$ cat src/rtl/iencoder.sv
// iencoder: RV32I instruction encoder feeding a small output FIFO.
// Illegal requests push a zero word with the error flag set.
`ifndef INST_TYPE_WIDTH
`define INST_TYPE_WIDTH 4
`endif
`ifndef FUNCT_WIDTH
`define FUNCT_WIDTH 5
`endif
`ifndef REG_WIDTH
`define REG_WIDTH 5
`endif
`ifndef IMM_WIDTH
`define IMM_WIDTH 32
`endif
`ifndef INST_WIDTH
`define INST_WIDTH 32
`endif
`ifndef INST_TYPE_LUI
`define INST_TYPE_LUI     4'd0
`define INST_TYPE_AUIPC   4'd1
`define INST_TYPE_JAL     4'd2
`define INST_TYPE_JALR    4'd3
`define INST_TYPE_BRANCH  4'd4
`define INST_TYPE_LOAD    4'd5
`define INST_TYPE_STORE   4'd6
`define INST_TYPE_INT_IMM 4'd7
`define INST_TYPE_INT_REG 4'd8
`define INST_TYPE_FENCE   4'd9
`endif
`ifndef FUNCT_ADD
`define FUNCT_ADD         5'd0
`define FUNCT_SUB         5'd1
`define FUNCT_SLL         5'd2
`define FUNCT_SLT         5'd3
`define FUNCT_SLTU        5'd4
`define FUNCT_XOR         5'd5
`define FUNCT_SRL         5'd6
`define FUNCT_SRA         5'd7
`define FUNCT_OR          5'd8
`define FUNCT_AND         5'd9
`define FUNCT_EQ          5'd10
`define FUNCT_NEQ         5'd11
`define FUNCT_LT          5'd12
`define FUNCT_GTE         5'd13
`define FUNCT_LTU         5'd14
`define FUNCT_GTEU        5'd15
`define FUNCT_MEM_BYTE    5'd16
`define FUNCT_MEM_HWORD   5'd17
`define FUNCT_MEM_WORD    5'd18
`define FUNCT_MEM_BYTEU   5'd19
`define FUNCT_MEM_HWORDU  5'd20
`endif

module iencoder #(
  parameter int OUT_DEPTH = 2
) (
  input  logic                        clk,
  input  logic                        rst,
  input  logic                        in_valid,
  output logic                        in_ready,
  input  logic [`INST_TYPE_WIDTH-1:0] inst_type,
  input  logic [`FUNCT_WIDTH-1:0]     funct,
  input  logic [`REG_WIDTH-1:0]       rd,
  input  logic [`REG_WIDTH-1:0]       rs1,
  input  logic [`REG_WIDTH-1:0]       rs2,
  input  logic [`IMM_WIDTH-1:0]       imm,
  output logic                        out_valid,
  input  logic                        out_ready,
  output logic [`INST_WIDTH-1:0]      out_inst,
  output logic                        out_err,
  output logic [7:0]                  err_count
);

  localparam int PW = $clog2(OUT_DEPTH);
  localparam int CW = PW + 1;
  localparam logic [CW-1:0] DEPTH_C = CW'(OUT_DEPTH);

  localparam logic [6:0] OP_LUI   = 7'h37;
  localparam logic [6:0] OP_AUIPC = 7'h17;
  localparam logic [6:0] OP_JAL   = 7'h6F;
  localparam logic [6:0] OP_JALR  = 7'h67;
  localparam logic [6:0] OP_BR    = 7'h63;
  localparam logic [6:0] OP_LOAD  = 7'h03;
  localparam logic [6:0] OP_STORE = 7'h23;
  localparam logic [6:0] OP_IMM   = 7'h13;
  localparam logic [6:0] OP_REG   = 7'h33;

  logic [2:0] w_alu_f3;
  logic       w_alu_alt;
  logic       w_alu_ok;
  logic       w_is_shift;
  logic [2:0] w_br_f3;
  logic       w_br_ok;
  logic [2:0] w_mem_f3;
  logic       w_ld_ok;
  logic       w_st_ok;
  logic       w_i12_ok;
  logic       w_b13_ok;
  logic       w_j21_ok;
  logic       w_u_ok;
  logic       w_sh_ok;
  logic [31:0] w_inst;
  logic       w_ok;
  logic       w_push;
  logic       w_pop;

  logic [`INST_WIDTH-1:0] r_inst [OUT_DEPTH];
  logic                   r_err  [OUT_DEPTH];
  logic [PW-1:0]          r_wptr;
  logic [PW-1:0]          r_rptr;
  logic [CW-1:0]          r_count;
  logic [7:0]             r_err_cnt;

  always_comb begin
    w_alu_f3   = 3'd0;
    w_alu_alt  = 1'b0;
    w_alu_ok   = 1'b1;
    w_is_shift = 1'b0;
    case (funct)
      `FUNCT_ADD:  w_alu_f3 = 3'd0;
      `FUNCT_SUB:  w_alu_alt = 1'b1;
      `FUNCT_SLL:  begin w_alu_f3 = 3'd1; w_is_shift = 1'b1; end
      `FUNCT_SLT:  w_alu_f3 = 3'd2;
      `FUNCT_SLTU: w_alu_f3 = 3'd3;
      `FUNCT_XOR:  w_alu_f3 = 3'd4;
      `FUNCT_SRL:  begin w_alu_f3 = 3'd5; w_is_shift = 1'b1; end
      `FUNCT_SRA:  begin
        w_alu_f3   = 3'd5;
        w_alu_alt  = 1'b1;
        w_is_shift = 1'b1;
      end
      `FUNCT_OR:   w_alu_f3 = 3'd6;
      `FUNCT_AND:  w_alu_f3 = 3'd7;
      default:     w_alu_ok = 1'b0;
    endcase
  end

  always_comb begin
    w_br_f3 = 3'd0;
    w_br_ok = 1'b1;
    case (funct)
      `FUNCT_EQ:   w_br_f3 = 3'd0;
      `FUNCT_NEQ:  w_br_f3 = 3'd1;
      `FUNCT_LT:   w_br_f3 = 3'd4;
      `FUNCT_GTE:  w_br_f3 = 3'd5;
      `FUNCT_LTU:  w_br_f3 = 3'd6;
      `FUNCT_GTEU: w_br_f3 = 3'd7;
      default:     w_br_ok = 1'b0;
    endcase
  end

  always_comb begin
    w_mem_f3 = 3'd0;
    w_ld_ok  = 1'b1;
    w_st_ok  = 1'b1;
    case (funct)
      `FUNCT_MEM_BYTE:   w_mem_f3 = 3'd0;
      `FUNCT_MEM_HWORD:  w_mem_f3 = 3'd1;
      `FUNCT_MEM_WORD:   w_mem_f3 = 3'd2;
      `FUNCT_MEM_BYTEU:  begin w_mem_f3 = 3'd4; w_st_ok = 1'b0; end
      `FUNCT_MEM_HWORDU: begin w_mem_f3 = 3'd5; w_st_ok = 1'b0; end
      default: begin
        w_ld_ok = 1'b0;
        w_st_ok = 1'b0;
      end
    endcase
  end

  // Range checks: upper bits must all replicate the sign bit.
  assign w_i12_ok = (&imm[31:11]) | ~(|imm[31:11]);
  assign w_b13_ok = ~imm[0] & ((&imm[31:12]) | ~(|imm[31:12]));
  assign w_j21_ok = ~imm[0] & ((&imm[31:20]) | ~(|imm[31:20]));
  assign w_u_ok   = ~(|imm[11:0]);
  assign w_sh_ok  = ~(|imm[31:5]);

  always_comb begin
    w_inst = '0;
    w_ok   = 1'b0;
    case (inst_type)
      `INST_TYPE_LUI: begin
        w_ok   = w_u_ok;
        w_inst = {imm[31:12], rd, OP_LUI};
      end
      `INST_TYPE_AUIPC: begin
        w_ok   = w_u_ok;
        w_inst = {imm[31:12], rd, OP_AUIPC};
      end
      `INST_TYPE_JAL: begin
        w_ok   = w_j21_ok;
        w_inst = {imm[20], imm[10:1], imm[11], imm[19:12], rd, OP_JAL};
      end
      `INST_TYPE_JALR: begin
        w_ok   = w_i12_ok;
        w_inst = {imm[11:0], rs1, 3'd0, rd, OP_JALR};
      end
      `INST_TYPE_BRANCH: begin
        w_ok   = w_br_ok & w_b13_ok;
        w_inst = {imm[12], imm[10:5], rs2, rs1, w_br_f3,
                  imm[4:1], imm[11], OP_BR};
      end
      `INST_TYPE_LOAD: begin
        w_ok   = w_ld_ok & w_i12_ok;
        w_inst = {imm[11:0], rs1, w_mem_f3, rd, OP_LOAD};
      end
      `INST_TYPE_STORE: begin
        w_ok   = w_st_ok & w_i12_ok;
        w_inst = {imm[11:5], rs2, rs1, w_mem_f3, imm[4:0], OP_STORE};
      end
      `INST_TYPE_INT_IMM: begin
        if (w_is_shift) begin
          w_ok   = w_alu_ok & w_sh_ok;
          w_inst = {1'b0, w_alu_alt, 5'd0, imm[4:0], rs1,
                    w_alu_f3, rd, OP_IMM};
        end else begin
          w_ok   = w_alu_ok & ~w_alu_alt & w_i12_ok;
          w_inst = {imm[11:0], rs1, w_alu_f3, rd, OP_IMM};
        end
      end
      `INST_TYPE_INT_REG: begin
        w_ok   = w_alu_ok;
        w_inst = {1'b0, w_alu_alt, 5'd0, rs2, rs1, w_alu_f3, rd, OP_REG};
      end
      `INST_TYPE_FENCE: begin
        w_ok   = 1'b1;
        w_inst = 32'h0FF0000F;
      end
      default: w_ok = 1'b0;
    endcase
    if (!w_ok) w_inst = '0;
  end

  assign in_ready  = (r_count < DEPTH_C);
  assign out_valid = (r_count != '0);
  assign w_push    = in_valid & in_ready;
  assign w_pop     = out_valid & out_ready;
  assign out_inst  = out_valid ? r_inst[r_rptr] : '0;
  assign out_err   = out_valid & r_err[r_rptr];
  assign err_count = r_err_cnt;

  always_ff @(posedge clk or negedge rst) begin
    if (!rst) begin
      r_wptr    <= '0;
      r_rptr    <= '0;
      r_count   <= '0;
      r_err_cnt <= '0;
    end else begin
      if (w_push) r_wptr <= r_wptr + PW'(1);
      if (w_pop)  r_rptr <= r_rptr + PW'(1);
      case ({w_push, w_pop})
        2'b10:   r_count <= r_count + CW'(1);
        2'b01:   r_count <= r_count - CW'(1);
        default: r_count <= r_count;
      endcase
      if (w_push && !w_ok && r_err_cnt != 8'hFF)
        r_err_cnt <= r_err_cnt + 8'd1;
    end
  end

  // Storage needs no reset: the head is masked by out_valid.
  always_ff @(posedge clk) begin
    if (w_push) begin
      r_inst[r_wptr] <= w_inst;
      r_err[r_wptr]  <= ~w_ok;
    end
  end

endmodule

$ cat config.mk
export PLATFORM = sky130hd
export DESIGN_NAME = iencoder
export DESIGN_NICKNAME = d
export VERILOG_FILES = /design/src/rtl/iencoder.sv
export SDC_FILE = /design/constraint.sdc
export NUM_CORES = 1
export LEC_CHECK = 0
export CORE_MARGIN = 2
export CORE_UTILIZATION = 35
export DETAILED_ROUTE_END_ITERATION = 16
export GPL_ROUTABILITY_DRIVEN = 0
export SLEW_MARGIN = 0
export SYNTH_ARGS = -nofsm -noshare
export SYNTH_HDL_FRONTEND = slang
export SYNTH_SLANG_ARGS = --single-unit
$ cat constraint.sdc
create_clock -name clk -period 3.3 [get_ports clk]
set_input_delay 0.99 -clock clk [delete_from_list [all_inputs] [get_ports clk]]
set_output_delay 0.99 -clock clk [all_outputs]
set_load 0.02 [all_outputs]
# == Word level (Yosys, flattened, before mapping) ==
# Memories as Yosys holds them, arrays and structs flattened.
# Index checks and enable logic that the tools add are counted.
# op_classes
reduce_logical,23
n_eq_ne,32
n_mux,18
n_addsub,5
n_lt_le_gt_ge,1
bitwise_logic,22
# op_table
op,count
32-bit case mux with 10 select lines,1
32-bit two-way mux,3
5-bit by 4-bit == test with 1-bit output (second input constant),8
27-bit OR reduction,1
5-bit == test (second input constant),5
12-bit OR reduction,2
3-bit case mux with 7 select lines,1
21-bit AND reduction,1
21-bit OR reduction,1
5-bit by 3-bit == test with 1-bit output (second input constant),4
20-bit AND reduction,1
20-bit OR reduction,1
4-bit by 3-bit == test with 1-bit output (second input constant),4
3-bit case mux with 5 select lines,1
3-bit case mux with 4 select lines,1
12-bit AND reduction,1
1-bit bitwise AND,11
5-bit by 2-bit == test with 1-bit output (second input constant),2
10-bit OR reduction,1
1-bit two-way mux,9
1-bit case mux with 9 select lines,1
8-bit by 1-bit adder with 8-bit output (second input constant),1
4-bit by 2-bit == test with 1-bit output (second input constant),2
4-bit == test (second input constant),2
other kinds (21),36
# totals
reg_bits,12
memories,2
word_cells,107
mem_bits_rw,66
inputBits,60
output_inout_bits,43
# mem_list
memory,depth,width,read_ports,rd_ports_with_merged_regs,wr,line,text
r_inst,2,32,1,0,1,107,logic [`INST_WIDTH-1:0] r_inst [OUT_DEPTH];
r_err,2,1,1,0,1,108,logic r_err [OUT_DEPTH];

# == Longest topological paths before layout ==
# logic_depth
ltp_word,11
depth_mapped,11
depth_no_buf,7

# == Least setup slack after synthesis ==
# No wires, ideal clock.
# synth_path
path_type,input -> register
from,input port in_valid
to,memory r_err[0] (enable)
setup_time_ns,0.421
arrival_time_ns,2.923
path_stages,4
slack_ns,-0.044
n_path_buf,1
path_cell_list,nor2b_1 buf_1 inv_1 nor2_1
# synth_between
elab_chain_len,3
# synth_rtl
element,line,text
from (decl),59,"input logic in_valid,"
1-bit bitwise AND,234,assign w_push = in_valid & in_ready;
1-bit two-way mux,261,if (w_push) begin
1-bit two-way mux (not written as such),263,r_err[r_wptr] <= ~w_ok;
to (decl),108,
# No other way between the ends.

# == Worst setup path after layout ==
# layout_path
from,input port funct[2]
to,memory r_inst[0][25] (netlist bit) (data pin)
# layout_between
elab_chain_len,9
elab_cells_between_ends,45
classes_between,20 x eq/ne; 11 x mux; 7 x bitwise; 7 x reduce/logical
# layout_rtl
element,line,text
from (decl),62,"input logic [`FUNCT_WIDTH-1:0] funct,"
"parallel branches: the longest is 8 deep, another holds 10-bit OR reduction",-,
32-bit two-way mux *,229,if (!w_ok) w_inst = '0;
net w_inst[25],102,logic [31:0] w_inst;
to (decl),107,
# Mark *: on every way through the listed nets, which the timed path passes.

==> flow_summary.json <==
{
  "use_met3_pct": 2.94,
  "synth.top_cell.area_share_pct": 42.9,
  "power.leakage_nw": 2.39,
  "cp_slowest_stage_delay_ns": 0.56,
  "worst_slack_ns": 0.0867,
  "clock.fmax_mhz": 311,
  "r2r_start": "err_count[0]$_DFFE_PN0P_",
  "vias": 3918,
  "route.detailed.drc": 0,
  "synth_cell_type_count": 57,
  "vias_per_cell": 5.13,
  "finalSetupViolations": 0,
  "num-nets-final": 649,
  "htreeDepth": 3,
  "coreArea_sq_mm": 0.0126,
  "grt_max_degree": 33,
  "first_iter_violations": 203,
  "grt_use_total_pct": 19.2,
  "maxCapViolCount": 0,
  "yosysSeqAreaShare_pct": 49.6,
  "min_path_cells": 1,
  "insertion_delay_ns": 0.33,
  "path_cells": "clkdlybuf4s50_1, nand2b_1, nand2_1, o41ai_2, a2111oi_4, nor4b_4, buf_12, inv_1, and2_1",
  "slew_viol_final": 0,
  "fill_cells": 1176,
  "pin_count": 103,
  "path_max_fanout": 23,
  "root_buffer": "clkbuf_16",
  "place_ws_ns": -0.353,
  "hp-class": "reg2reg",
  "setup-tns-final_ns": 0,
  "cts_buffers": 9,
  "grt_util_met1_pct": 26.4,
  "grt_pass1_vias": 3784,
  "vdd_ir_drop_max_mv": 0.323,
  "crit_arrival_ns": 3.29,
  "synth-adder-area-share_pct": 0.559,
  "synth_flop_cell": "edfxtp_1",
  "crit_path_start": "funct[2]",
  "overflow": 0,
  "synth_nets": 510,
  "p_switching_w": 0.00146,
  "routed_wl_um": 12700,
  "synth_xor_area_share_pct": 2.35,
  "worst_pin_slew_ns": 0.568,
  "timing.critical_path.buf_inv": 3,
  "syn_area_sq_mm": 0.00448,
  "dp_hpwl_um": 9640,
  "synthSimpleGateAreaFrac_pct": 21.6,
  "switching_share_pct": 35.3,
  "synth_most_common_cell": "nor2_1",
  "synth-edff-count": 64,
  "path_clk_slew_ns": 0.06,
  "syn2layout_area_growth_pct": 42.3,
  "relSlewSlack_pct": 62.0,
  "fp.dieW_um": 117,
  "syn_inst": 448,
  "clockBufferDepth": 2,
  "grt_first_pass_wirelength_um": 19900,
  "critical-path-slowest-cell": "clkdlybuf4s50_1",
  "cts_tree": "built",
  "synthTopCellsByCount": "85 x nor2_1, 64 x edfxtp_1, 41 x a21oi_1",
  "synth_top_family_by_area": "simple AND/OR/NAND/NOR gates",
  "r2r-end": "err_count[1]$_DFFE_PN0P_",
  "firstDrtPassIters": 5,
  "crit_required_ns": 3.38,
  "avgSynthCellArea_sq_um": 10.0,
  "synth-seq-cells": 76,
  "holdWs_ns": 0.501,
  "status": "complete, no violations",
  "postRouteAntennaNets": 0,
  "p_clk_share_pct": 23.3,
  "worstSetupEndpointType": "register",
  "top_usage_layer": "met2",
  "fp.dieArea_sq_mm": 0.0137,
  "hold_viol": 0,
  "power_density_mw_per_mm2": 651,
  "antenna_found_initial": 0,
  "fin_crit_sh_pct": 97.4,
  "num_rows": 41,
  "comb_power_share_pct": 44.6,
  "yosysWarnings": 0,
  "cp-start-kind": "input port",
  "port_buffers": 102,
  "criticalPathCategory": "in2reg",
  "cts_sinks": 76,
  "min_to": "err_count[4]$_DFFE_PN0P_",
  "synth_largest_area_cell": "edfxtp_1",
  "wl_per_cell_um": 16.6,
  "r2r_slack_ns": 1.50,
  "seqPwrFrac_pct": 32.1,
  "reg2regPathDepth": 6,
  "met2_usage_pct": 31.4,
  "cp_top_family": "buffers and inverters",
  "synth.area.mux_share_pct": 7.91,
  "synth_compound_area_share_pct": 14.0,
  "finalPower_w": 0.00415,
  "die_y_um": 117,
  "internal_power_w": 0.00268,
  "post_cts_buffers": 0,
  "diodes": 0,
  "period_needed_ns": 3.21,
  "hp-start": "err_count[4]$_DFFE_PN0P_",
  "async_reset_ff_share_pct": 15.8,
  "finClkSkew_ns": 0.00423,
  "start_util_pct": 35.6,
  "synth.area.top_cells": "edfxtp_1 43%, mux2i_1 7.2%, nor2_1 7.1%",
  "drive_gt1_share_pct": 15.9
}
-- stage by stage --
step | util (%) | instance area [sq um] | std cells
final | 50.7 | 6370 | 764
after global routing | 50.7 | 6370 | 764
after CTS | 50.5 | 6350 | 764
after detailed placement | 48.1 | 6050 | 748
after global placement | 48.1 | 6050 | 748
after floorplan | - | 4480 | 448
-- worst max-delay path by stage --
stage / to / slack [ns] / depth (start not counted)
after global routing: r_inst[1][25]$_DFFE_PP_ / -0.01 / 9
after global placement: err_count[7]$_DFFE_PN0P_ / -0.21 / 10
final: r_inst[0][25]$_DFFE_PP_ / 0.09 / 9
after CTS: r_inst[0][25]$_DFFE_PP_ / 0.09 / 10
after floorplan: r_inst[0][2]$_DFFE_PP_ / 0.41 / 8
after detailed placement: err_count[7]$_DFFE_PN0P_ / -0.35 / 10
-- final cells by class --
class                      instances  area, sq um  area share, %
inverter                           8         30.0          0.471
timing repair buffer             159         1490           23.3
clock buffer                      10          229           3.59
clock inverter                     6         63.8           1.00
multi-input combinational        333         2130           33.4
sequential                        76         2220           34.9
tap                              172          215           3.38
-- sequential cells by signal, indices dropped and copies added, names as in the netlist --
signal	flops
r_inst	62
err_count	8
r_count	2
r_err	2
r_rptr	1
r_wptr	1
-- layout by cell type, fill, tap and decap left out, types with 11 or more instances in the layout --
cell / Yosys / final
mux2i_1: 32 / 32
nand2b_1: 14 / 14
dfrtp_1: 12 / 11
nor2b_1: 16 / 16
nor2_1: 85 / 83
edfxtp_1: 64 / 64
nand2_1: 14 / 14
a21oi_1: 41 / 41
buf_4: 2 / 54
clkdlybuf4s50_1: 0 / 102
-- worst reg2reg max path, cell delays in order (launching register included) --
cell and delay [ns]:
dfrtp_1 0.42, ha_1 0.21, nand3_1 0.08, nor2_1 0.24
nand3_1 0.23, nand3_1 0.17, mux2_2 0.34
-- kinds of logic after synthesis --
group,count (synthesis)
buf+inv,39
mux,35
xor+xnor,12
simple gates,189
fa+ha+maj,2
compound gates,95
flops,76
-- power groups by stage --
stage / Combinational, W / Clock (W) / Sequential [W]
CTS: 0.00188 / 0.000984 / 0.00133
global route: 0.00199 / 0.00104 / 0.00135
finish: 0.00185 / 0.000968 / 0.00133
global placement: 0.00186 / 0 / 0.00134
floorplan: 0.000983 / 0 / 0.00137
detailed placement: 0.00187 / 0 / 0.00135
-- what timing repair did --
action	4_1_cts	5_1_grt
hold buffers	0	0
cloned	0	0
pin swaps	0	2
gates resized for setup	1	3
setup endpoints to repair	1	15
-- per-layer routing --
metal | vias to the layer above | wire, um
li1 | 1940 | -
met1 | 1846 | 5710
met2 | 115 | 6250
met3 | 17 | 562
met4 | 0 | 192
met5 | - | 0
Note: power is estimated with default switching activity, not from simulation.
==> patch 1, RTL diff (same settings) <==
Set the macro `FUNCT_WIDTH` to 10 (it was 5).
--- a/src/rtl/iencoder.sv
+++ b/src/rtl/iencoder.sv
@@ -5,5 +5,5 @@
 `endif
 `ifndef FUNCT_WIDTH
-`define FUNCT_WIDTH 5
+`define FUNCT_WIDTH 10
 `endif
 `ifndef REG_WIDTH
Ports: changed (resized funct); port bits go from 103 to 108. The function was not compared with the original's and may differ.
==> patch 1 against the unedited design <==
- clock power up 5%
- total power down 0.98%
- critical path type unchanged
- final area down 1.1%
- sequential cell count unchanged
- worst setup slack better by 0.052 ns
- area after synthesis down 3.4%
- wire length down 7.8%
- highest routed layer unchanged
==> patch 1: results (changes against the unedited design) <==
Total GRT Usage 18.2% (-0.93 points); total number of vias 3712 (-5.3%); CTS root buf clkbuf_16; fin crit share 95.8% (-1.6 points); Post-DP Area 6000 µm² (-0.89%); CTS clk-pin slew, worst paths 0.06 ns (about the same); Slowest-stage cell, CP or3_4; Setup crit end r_inst[1][21]$_DFFE_PP_; Avg Vias per Cell 5.09 (-0.71%); commonest cells in the synthesized netlist edfxtp_1 (64), nor2_1 (55), mux2i_1 (33), nand2_1 (26), a22oi_1 (17); cell family with most CP delay compound AO/OA/AOI/OAI gates; reg2reg setup slack 1.46 ns (-0.04 ns); GR peak layer met2; Top reg by flops r_inst; metal3 WL 464 µm (-17%); Max Clock Skew 0.00399 ns (-0.000247 ns); first-pass GRT wire length 18500 µm (-7.0%); crit-path max FO 8 (-65%); Hold Path Sink r_wptr$_DFFE_PN0P_; Worst VDD drop 0.000293 V (-9.1%); Metal-1 WL 5240 µm (-8.2%); CP max stage delay 0.40 ns (-0.16 ns); CTS H-tree lvls 3 (unchanged); Cells after DPL 713 (-4.7%); initial antenna violation count 0 (unchanged); post-synthesis cell type count 63 (+11%); drt initial violations 261 (+29%); launch point of the worst reg-to-reg path err_count[0]$_DFFE_PN0P_; CP Launch Point funct[5]; Place WS -0.138 ns (+0.215 ns); largest net degree at the start of global routing 34 (+3.0%); register area share after synthesis 51.4% (+1.8 points); M3 GR Usage 3.53% (+0.60 points); DRT Pass-1 Iters 4 (-1); RR Endpoint err_count[1]$_DFFE_PN0P_; wire length on met2 5810 µm (-7.1%); hold path start r_wptr$_DFFE_PN0P_; Area contributors post-synth edfxtp_1 (44%), mux2i_1 (7.6%), dfrtp_1 (6.9%); Syn. warnings 0 (unchanged); status complete, no violations; top_reg_cell synth edfxtp_1; Final nets 623 (-4.0%); global-route met1 utilization 23.6% (-2.8 points); Syn Area/Cell 10.9 µm² (+9.3%); detailed-route wire length 11700 µm (-7.8%); Lkg Pwr 0.00234 µW (-2.1%); share of cells above drive strength 1 20.0% (+4.1 points); Mapped Nets 463 (-9.2%); DPL Wire Length 8970 µm (-7.0%); Port-buffer cells 107 (+4.9%); Post-synth EDFFs 64 (unchanged); Slew @ Worst Pin 0.686 ns (+0.117 ns); met2 Usage GRT 30.4% (-1.1 points); Hold Slack 0.508 ns (+0.00736 ns); post_cts resized 0 (-1); sw power 1390 µW (-4.8%); WP data arrival 3.30 ns (about the same); R2R cell count 6 (unchanged)
patch 1: power groups by stage:
stage,Sequential (µW),Combinational [µW],Clock (µW)
global placement,1340,1770,0
detailed placement,1340,1780,0
floorplan,1360,946,0
finish,1320,1760,1020
CTS,1320,1790,1040
global route,1340,1890,1090
patch 1: cell type report:
cell class              instances  area (µm²)
fillers                      1096        5760
multi-input cells             286        1940
clock buffers                  11         233
well taps                     168         210
inverters                       9        33.8
flip-flops and latches         76        2220
clock inverters                 5        76.3
repair buffers                174        1590
patch 1: cell families (layout without fill, tap and decap cells):
family | Yosys count | after routing | share of synthesized area (%)
multiplexers | 35 | 35 | 8.16
AND/OR/NAND/NOR | 161 | 161 | 20.4
XOR/XNOR | 12 | 12 | 2.43
adder cells (fa/ha/maj) | 2 | 2 | 0.578
AO/OA/AOI/OAI | 76 | 76 | 13.1
flip-flops | 76 | 76 | 51.4
buffers and inverters | 34 | 199 | 4.05
==> patch 2, RTL diff (same settings) <==
Made on the original files. Make the reset (`rst`) synchronous in one clocked block.
--- a/src/rtl/iencoder.sv
+++ b/src/rtl/iencoder.sv
@@ -238,5 +238,5 @@
   assign err_count = r_err_cnt;
 
-  always_ff @(posedge clk or negedge rst) begin
+  always_ff @(posedge clk) begin
     if (!rst) begin
       r_wptr    <= '0;
Check against the original RTL: differs if rst is asserted again (counterexample within 4 cycles, from zero or initial values and one cycle with rst low); with rst held inactive, the same outputs for 4 cycles.
==> patch 2 against the unedited design <==
- die area fell by 4.3%
- critical endpoint is now r_inst[1][13]$_DFFE_PP_
- area after synthesis decreased by 4.5%
- highest routed layer unchanged
- worst setup slack gained 0.070 ns
- wire length fell by 5.3%
- total power is 5.5% lower
- sequential cell count increased by 1
- final area decreased by 3.8%
- critical path depth is 1 lower
==> patch 2: results (changes against the unedited design) <==
Avg Vias per Cell 5.42 (+5.7%); Hold Slack 0.499 ns (-0.00190 ns); Final nets 613 (-5.5%); cell family with most CP delay compound AO/OA/AOI/OAI gates; largest net degree at the start of global routing 34 (+3.0%); Cells after DPL 687 (-8.2%); post_cts resized 0 (-1); vias in the first global route 3593 (-5.0%); post-layout min period 3.14 ns (-0.0698 ns); hold path start err_count[1]$_SDFFE_PN0P_; commonest cells in the synthesized netlist nor2_1 (68), edfxtp_1 (64), mux2i_1 (35), nand2_1 (21), a22oi_1 (20); Fillers 1094 (-7.0%); launch point of the worst reg-to-reg path r_count[0]$_SDFFE_PN0P_; Place WS -0.130 ns (+0.223 ns); drt initial violations 213 (+4.9%); reg2reg setup slack 1.21 ns (-0.29 ns); DPL Wire Length 9100 µm (-5.6%); Metal-1 WL 5480 µm (-4.0%); status complete, no violations; Post-Layout Cell Count 703 (-8.0%); Hold Path Sink err_count[1]$_SDFFE_PN0P_; first-pass GRT wire length 18600 µm (-6.4%); WHS Path Cells 2 (+1); RR Endpoint r_count[1]$_SDFFE_PN0P_; met2 Usage GRT 29.5% (-1.9 points); Max Clock Skew 0.00344 ns (-0.000793 ns); CP Launch Point inst_type[0]; R2R cell count 7 (+1); register area share after synthesis 51.0% (+1.4 points); global-route met1 utilization 25.1% (-1.3 points); Worst VDD drop 0.000308 V (-4.4%); wire length on met2 5740 µm (-8.2%); Mapped Nets 472 (-7.5%); crit-path max FO 12 (-48%); Slew @ Worst Pin 0.901 ns (+0.333 ns); Lkg Pwr 0.00213 µW (-11%); Async SR Flop Fraction 0% (-16 points); detailed-route wire length 12000 µm (-5.3%)
patch 2: changes by cell type in the layout (fill, tap and decap cells not counted), moves of 7 or more:
cell      change
nand2_1       +7
a21oi_1      -24
or4_1         +8
dfrtp_1      -11
dfxtp_1      +12
nor2b_1      -11
nor2_1       -17
a22oi_1      +10
nand2b_1      -7
patch 2: cells by family after synthesis:
logic type / synth area share [%]
mux: 8.45
flops: 51.0
simple gates: 19.5
compound gates: 15.2
fa+ha+maj: 0.585
buf+inv: 4.18
xor+xnor: 1.02
patch 2: metrics by stage:
stage	power (µW)	util [%]	instance area, µm²	TNS [ns]
after floorplan	2140	-	4280	0
after detailed placement	2860	48.4	5790	-3.37
after CTS	3960	51.3	6130	0
final	3920	51.3	6130	0
after global placement	2830	48.4	5790	-0.303
after global routing	4110	51.3	6130	0
patch 2: worst max path at each step:
stage	endpoint	depth (start not counted)
after floorplan	r_err[0]$_DFFE_PP_	3
after global placement	r_inst[1][13]$_DFFE_PP_	8
after detailed placement	r_inst[0][10]$_DFFE_PP_	8
after CTS	r_inst[1][10]$_DFFE_PP_	8
after global routing	r_inst[1][10]$_DFFE_PP_	8
final	r_inst[1][13]$_DFFE_PP_	8
patch 2: where the power goes:
group	internal, µW	leakage, µW	switching, µW
combinational	696	0.00124	844
sequential	1220	0.000723	53.0
clock	738	0.000163	365
patch 2: final cells by class:
cell class | count | area, µm² | share of cell area [%]
repair buffers | 157 | 1470 | 24.0
clock buffers | 10 | 229 | 3.73
clock inverters | 6 | 111 | 1.82
flip-flops and latches | 77 | 2180 | 35.6
multi-input cells | 297 | 1920 | 31.3
well taps | 147 | 184 | 3.00
inverters | 9 | 33.8 | 0.551
